===== src/rtl/alu_pkg.sv =====
// Shared types and constants for the ALU result stage and flag logic.
package alu_pkg;

    localparam int unsigned ALU_WIDTH = 32;
    localparam int unsigned ALU_OP_W  = 3;

    localparam logic [2:0] OP_AND = 3'b000;
    localparam logic [2:0] OP_OR  = 3'b001;
    localparam logic [2:0] OP_ADD = 3'b010;
    localparam logic [2:0] OP_SUB = 3'b110;
    localparam logic [2:0] OP_SLT = 3'b111;

    typedef enum logic [1:0] {
        ST_EMPTY = 2'd0,
        ST_ONE   = 2'd1,
        ST_FULL  = 2'd2
    } state_e;

    // One buffered result at the default datapath width.
    typedef struct packed {
        logic [ALU_WIDTH-1:0] result;
        logic [ALU_OP_W-1:0]  op;
        logic                 zero;
        logic                 neg;
        logic                 ovf;
    } entry_t;

endpackage


===== src/rtl/alu_result_stage_if.sv =====
// Upstream (ALU select) and downstream (write-back) handshake of the result stage.
interface alu_result_stage_if
    import alu_pkg::*;
#(
    parameter int unsigned WIDTH = ALU_WIDTH,
    parameter int unsigned OP_W  = ALU_OP_W
);
    logic             in_valid;
    logic             in_ready;
    logic [WIDTH-1:0] in_result;
    logic [OP_W-1:0]  in_op;
    logic             in_ovf;

    logic             out_valid;
    logic             out_ready;
    logic [WIDTH-1:0] out_result;
    logic [OP_W-1:0]  out_op;
    logic             out_zero;
    logic             out_neg;
    logic             out_ovf;

    // Producer of results and consumer of the buffered stream (ALU + write-back side).
    modport master (
        output in_valid, in_result, in_op, in_ovf, out_ready,
        input  in_ready, out_valid, out_result, out_op, out_zero, out_neg, out_ovf
    );

    // The result stage itself.
    modport slave (
        input  in_valid, in_result, in_op, in_ovf, out_ready,
        output in_ready, out_valid, out_result, out_op, out_zero, out_neg, out_ovf
    );
endinterface


===== src/rtl/alu_flag_gen.sv =====
// Combinational zero/negative/overflow flags for an ALU result.
module alu_flag_gen
    import alu_pkg::*;
#(
    parameter int unsigned WIDTH = ALU_WIDTH,
    parameter int unsigned OP_W  = ALU_OP_W
) (
    input  logic [WIDTH-1:0] in_result,
    input  logic [OP_W-1:0]  in_op,
    input  logic             in_ovf,
    output logic             zero,
    output logic             neg,
    output logic             ovf
);

    // Overflow is only meaningful for ADD/SUB; SLT and logical ops never flag it.
    always_comb begin
        zero = ~|in_result;
        neg  = in_result[WIDTH-1];
        ovf  = in_ovf & ((in_op == OP_W'(OP_ADD)) | (in_op == OP_W'(OP_SUB)));
    end

endmodule


===== src/rtl/alu_result_stage.sv =====
// Registered ALU output stage: flag capture plus a two-entry skid buffer.
module alu_result_stage
    import alu_pkg::*;
#(
    parameter int unsigned WIDTH = ALU_WIDTH,
    parameter int unsigned OP_W  = ALU_OP_W
) (
    input logic               clk,
    input logic               reset,
    alu_result_stage_if.slave bus
);

    typedef struct packed {
        logic [WIDTH-1:0] result;
        logic [OP_W-1:0]  op;
        logic             zero;
        logic             neg;
        logic             ovf;
    } stage_entry_t;

    state_e       state_q, state_d;
    stage_entry_t main_q, skid_q, in_entry;
    logic         in_ready_q;
    logic         push, pop;
    logic         load_main_in, load_main_skid, load_skid;
    logic         flag_zero, flag_neg, flag_ovf;

    alu_flag_gen #(
        .WIDTH (WIDTH),
        .OP_W  (OP_W)
    ) u_flag_gen (
        .in_result (bus.in_result),
        .in_op     (bus.in_op),
        .in_ovf    (bus.in_ovf),
        .zero      (flag_zero),
        .neg       (flag_neg),
        .ovf       (flag_ovf)
    );

    // Assemble the incoming entry with its flags.
    always_comb begin
        in_entry.result = bus.in_result;
        in_entry.op     = bus.in_op;
        in_entry.zero   = flag_zero;
        in_entry.neg    = flag_neg;
        in_entry.ovf    = flag_ovf;
    end

    // Handshake decode; in_ready_q is already low in FULL so push cannot occur there.
    always_comb begin
        push = bus.in_valid & in_ready_q;
        pop  = (state_q != ST_EMPTY) & bus.out_ready;
    end

    // Next state and register load selects.
    always_comb begin
        state_d        = state_q;
        load_main_in   = 1'b0;
        load_main_skid = 1'b0;
        load_skid      = 1'b0;
        case (state_q)
            ST_EMPTY: begin
                if (push) begin
                    load_main_in = 1'b1;
                    state_d      = ST_ONE;
                end
            end
            ST_ONE: begin
                if (push && pop) begin
                    load_main_in = 1'b1;
                end else if (push) begin
                    load_skid = 1'b1;
                    state_d   = ST_FULL;
                end else if (pop) begin
                    state_d = ST_EMPTY;
                end
            end
            ST_FULL: begin
                if (pop) begin
                    load_main_skid = 1'b1;
                    state_d        = ST_ONE;
                end
            end
            default: state_d = ST_EMPTY;
        endcase
    end

    // State, main entry and registered in_ready.
    always_ff @(posedge clk) begin
        if (reset) begin
            state_q    <= ST_EMPTY;
            main_q     <= '0;
            in_ready_q <= 1'b0;
        end else begin
            state_q    <= state_d;
            in_ready_q <= (state_d != ST_FULL);
            if (load_main_in) begin
                main_q <= in_entry;
            end else if (load_main_skid) begin
                main_q <= skid_q;
            end
        end
    end

    // Skid entry; contents are irrelevant unless the state says FULL.
    always_ff @(posedge clk) begin
        if (load_skid) begin
            skid_q <= in_entry;
        end
    end

    // Outputs come straight from flops.
    always_comb begin
        bus.in_ready   = in_ready_q;
        bus.out_valid  = (state_q != ST_EMPTY);
        bus.out_result = main_q.result;
        bus.out_op     = main_q.op;
        bus.out_zero   = main_q.zero;
        bus.out_neg    = main_q.neg;
        bus.out_ovf    = main_q.ovf;
    end

endmodule


===== src/flat_wrapper.sv =====
// flat-port wrapper written by rule: the top's interface ports become plain ports
module alu_result_stage_flat import alu_pkg::*;
#(
    parameter int unsigned WIDTH = ALU_WIDTH,
    parameter int unsigned OP_W  = ALU_OP_W
)
  (clk, reset, bus_in_valid, bus_in_result, bus_in_op, bus_in_ovf, bus_out_ready, bus_in_ready, bus_out_valid, bus_out_result, bus_out_op, bus_out_zero, bus_out_neg, bus_out_ovf);
  alu_result_stage_if #(.WIDTH(WIDTH), .OP_W(OP_W)) bus_i ();
  input logic clk;
  input logic reset;
  input wire logic [$bits(bus_i.in_valid)-1:0] bus_in_valid;
  input wire logic [$bits(bus_i.in_result)-1:0] bus_in_result;
  input wire logic [$bits(bus_i.in_op)-1:0] bus_in_op;
  input wire logic [$bits(bus_i.in_ovf)-1:0] bus_in_ovf;
  input wire logic [$bits(bus_i.out_ready)-1:0] bus_out_ready;
  output wire logic [$bits(bus_i.in_ready)-1:0] bus_in_ready;
  output wire logic [$bits(bus_i.out_valid)-1:0] bus_out_valid;
  output wire logic [$bits(bus_i.out_result)-1:0] bus_out_result;
  output wire logic [$bits(bus_i.out_op)-1:0] bus_out_op;
  output wire logic [$bits(bus_i.out_zero)-1:0] bus_out_zero;
  output wire logic [$bits(bus_i.out_neg)-1:0] bus_out_neg;
  output wire logic [$bits(bus_i.out_ovf)-1:0] bus_out_ovf;
  assign bus_i.in_valid = bus_in_valid;
  assign bus_i.in_result = bus_in_result;
  assign bus_i.in_op = bus_in_op;
  assign bus_i.in_ovf = bus_in_ovf;
  assign bus_i.out_ready = bus_out_ready;
  assign bus_in_ready = bus_i.in_ready;
  assign bus_out_valid = bus_i.out_valid;
  assign bus_out_result = bus_i.out_result;
  assign bus_out_op = bus_i.out_op;
  assign bus_out_zero = bus_i.out_zero;
  assign bus_out_neg = bus_i.out_neg;
  assign bus_out_ovf = bus_i.out_ovf;
  alu_result_stage #(.WIDTH(WIDTH), .OP_W(OP_W)) u_core (.clk(clk), .reset(reset), .bus(bus_i));
endmodule

===== config.mk =====
export PLATFORM = sky130hd
export DESIGN_NAME = alu_result_stage_flat
export DESIGN_NICKNAME = d
export VERILOG_FILES = /design/src/rtl/alu_pkg.sv /design/src/rtl/alu_result_stage_if.sv /design/src/rtl/alu_flag_gen.sv /design/src/rtl/alu_result_stage.sv /design/src/flat_wrapper.sv
export SDC_FILE = /design/constraint.sdc
export NUM_CORES = 1
export LEC_CHECK = 0
export ABC_AREA = 1
export BUFFER_PORTS_ARGS = -buffer_cell sky130_fd_sc_hd__buf_2
export CAP_MARGIN = 20
export CORE_MARGIN = 2
export CORE_UTILIZATION = 56
export CTS_BUF_LIST = sky130_fd_sc_hd__clkbuf_8
export CTS_CLUSTER_SIZE = 20
export DETAILED_ROUTE_END_ITERATION = 16
export GPL_ROUTABILITY_DRIVEN = 0
export GPL_TIMING_DRIVEN = 1
export PLACE_DENSITY = 0.82
export SLEW_MARGIN = 5
export SYNTH_ARGS = -nofsm -noshare
export SYNTH_HDL_FRONTEND = slang
export SYNTH_HIERARCHICAL = 1
export SYNTH_SLANG_ARGS = --single-unit

===== constraint.sdc =====
create_clock -name clk -period 3.7 [get_ports clk]
set_clock_uncertainty 0.1 [all_clocks]
set_input_delay 0.74 -clock clk [delete_from_list [all_inputs] [get_ports clk]]
set_output_delay 0.74 -clock clk [all_outputs]
set_load 0.005 [all_outputs]

==> run_results.csv <==
group,metric,value,unit
timing,timing.final.hold_violations,0,
global_route,grt_overflow,0,
die,start_util,0.5735,
die,die_area,0.007085,sq mm
timing,min_period,2.412,ns
layout,regArea,0.001962,sq mm
global_route,grt_pass1_vias,3040,
detailed_routing,drc,0,
yosys,synthTopCellsByArea,"edfxtp_1, dfxtp_1, nand3_1",
die,die_h,84.18,um
layout,final_cell_area,0.004180,sq mm
run,maxCapViolCount,0,
die,die_w,84.18,um
placement,io_buffers,79,
die,core-area,0.006277,sq mm
detailed_routing,firstDrtPassIters,4,
detailed_routing,drt-total-wl,8581,um
yosys,yosysTopAreaCell,"edfxtp_1",
min_path,min_path_type,"flip-flop to flip-flop",
cts,ctsHoldBuffers,0,
layout,final_net_count,532,
layout,fill_cells,537,
pwr,ir_worst_vdd,0.0002871,V
timing,slew_violations,0,
yosys,synth_warnings,6,
cts,postCtsSetupRepairBufs,0,
timing,setup_slack,1.288,ns
worst_setup_path,arrival,1.57,ns
cts,root_buffer,"clkbuf_8",
placement,placed_cell_area,0.003969,sq mm
outcome,outcome,"finished, final reports clean",
detailed_routing,viasPerCell,5.617,
cts,cts_buffers,9,
detailed_routing,drt-initial-drc-count,342,
cts,cts_tree,"built",
yosys,syn_inst,433,
timing,slew-limit-headroom,0.5006,
placement,place.detailed.hpwl,5475,um
cts,clk_pin_slew,0.08,ns
yosys,ys_types,19,
yosys,synth_seq_cells,79,
cts,h-tree-depth,3,
worst_setup_path,required,2.86,ns
cts,clkLatencyLatePin,0.35,ns
worst_setup_path,cp_max_fo,40,
layout,area_delta_synth_final,16.13,%
layout,diodes,0,
layout,multiInputGateArea,0.001292,sq mm
yosys,yosys.area.top_type_share,0.3170,
pwr,power_leakage,1.898,nW
yosys,synth_nets,473,
layout,final_util,0.6659,
yosys,syn_area,0.003600,sq mm
global_route,antenna_found_initial,0,
cts,cts_sinks,79,
global_route,grtUsageTotal,0.2416,
timing,max_freq,414.6,MHz
cts,clk_path_buf_depth,2,
timing,tightest_slew,0.7491,ns
worst_setup_path,crit_type,"flip-flop to output pin",
timing,final.setup.tns,0,ns
worst_setup_path,cp-end-kind,"output pin",
layout,drive_gt1_frac,0.2153,
detailed_routing,wire_per_inst,14.95,um
yosys,seq_area_frac_synth,0.5450,
die,ios,80,
detailed_routing,vias,3224,
detailed_routing,ant_nets,0,
placement,dpl_worst_slack,0.9624,ns
die,placementRows,29,
pwr,total_power,0.001886,W
global_route,grt_pass1_wl,13810,um
worst_setup_path,crit_path_start_kind,"flip-flop",
pwr,powerDensity,451.3,mW/mm^2
timing,post-route-period-util,0.6518,
cts,cts.repair.resized,0,
timing,rsz0062_at_grt,"false",
yosys,synth.avg_cell_area,8.313,sq um
timing,setup_viol,0,
global_route,grt_max_degree,66,
-- per-layer routing --
layer,wire length [um],track usage,vias to the layer above
li1,-,-,1584
met5,0,0,-
met4,133,0.1114,0
met2,4160,0.3961,131
met3,600,0.03638,14
met1,3686,0.3178,1495
-- path summary, 6_finish.rpt --
| path | slack, ns | to | startpoint | depth (start not counted) |
|---|---|---|---|---|
| min reg2reg | 0.38 | u_core/bus.out_result[14] | u_core/bus.out_result[14] | 2 |
| min | 0.38 | u_core/bus.out_result[14] | u_core/bus.out_result[14] | 2 |
| max reg2reg | 1.42 | u_core/skid_q[28] | u_core/bus.in_ready | 5 |
| max | 1.29 | bus_out_valid | u_core/state_q[0] | 3 |
-- placed cells by master (no fill, tap or decap) --
| cell | n |
|---|---|
| nand2_1 | 90 |
| buf_2 | 79 |
| nand3_1 | 77 |
| dfxtp_1 | 41 |
| inv_1 | 39 |
| nand4_1 | 39 |
| a21oi_1 | 39 |
| edfxtp_1 | 38 |
| nor2_1 | 23 |
| clkbuf_8 | 9 |
| buf_4 | 6 |
| clkinv_2 | 3 |
| bufinv_16 | 2 |
| clkinv_1 | 2 |
| inv_2 | 2 |
| nand2_2 | 2 |
| clkinv_4 | 1 |
| nor2_2 | 1 |
| nor2_4 | 1 |
| a31oi_1 | 1 |
| a211oi_1 | 1 |
| buf_12 | 1 |
-- state kept, by name, indices dropped and copies added (netlist names) --
| signal | count |
|---|---|
| u_core/skid_q | 38 |
| u_core/bus.out_result | 32 |
| u_core/bus.out_op | 3 |
| u_core/state_q | 2 |
| u_core/bus.in_ready | 1 |
| u_core/bus.out_neg | 1 |
| u_core/bus.out_ovf | 1 |
| u_core/bus.out_zero | 1 |
-- cells by family (layout without fill, tap and decap cells) --
group,count (synthesis),in the layout,share of synthesized area
simple gates,233,233,0.2989
buf+inv,80,144,0.09802
flops,79,79,0.5450
compound gates,41,41,0.05805
-- worst max-delay path, stage by stage (launching register included) --
cell,delay [ns]
dfxtp_1,0.37
inv_2,0.52
nand2_1,0.17
buf_2,0.17
-- synthesized netlist by cell type --
library cell  number
a211oi_1           1
a21oi_1           39
a31oi_1            1
buf_1              1
buf_2             12
buf_4              8
buf_6              1
clkbuf_1          16
clkinv_1           1
dfxtp_1           41
edfxtp_1          38
inv_1             39
inv_2              2
nand2_1           90
nand2_2            2
nand3_1           77
nand4_1           39
nor2_1            24
nor2_2             1
-- layout make-up --
class,instances,area share
Multi-Input combinational cell,274,0.3092
Clock inverter,7,0.02095
Sequential cell,79,0.4693
Inverter,42,0.03771
Tap cell,77,0.02305
Timing Repair Buffer,86,0.1101
Clock buffer,9,0.02963
-- report_power, final --
part	leakage, nW	switching, W	internal (W)
Sequential	0.678	0.0000193	0.000953
Clock	0.110	0.000311	0.000375
Combinational	1.11	0.000143	0.0000848
Total	1.90	0.000473	0.00141
-- metrics by stage --
| step | cells | hold WS [ns] |
|---|---|---|
| 2_1_floorplan | 433 | 0.3772 |
| 3_3_place_gp | 558 | 0.3692 |
| 3_5_place_dp | 558 | 0.3735 |
| 4_1_cts | 574 | 0.3846 |
| 5_1_grt | 574 | 0.4016 |
| 6_report | 574 | 0.3802 |
Note: power is estimated with default switching activity, not from simulation.
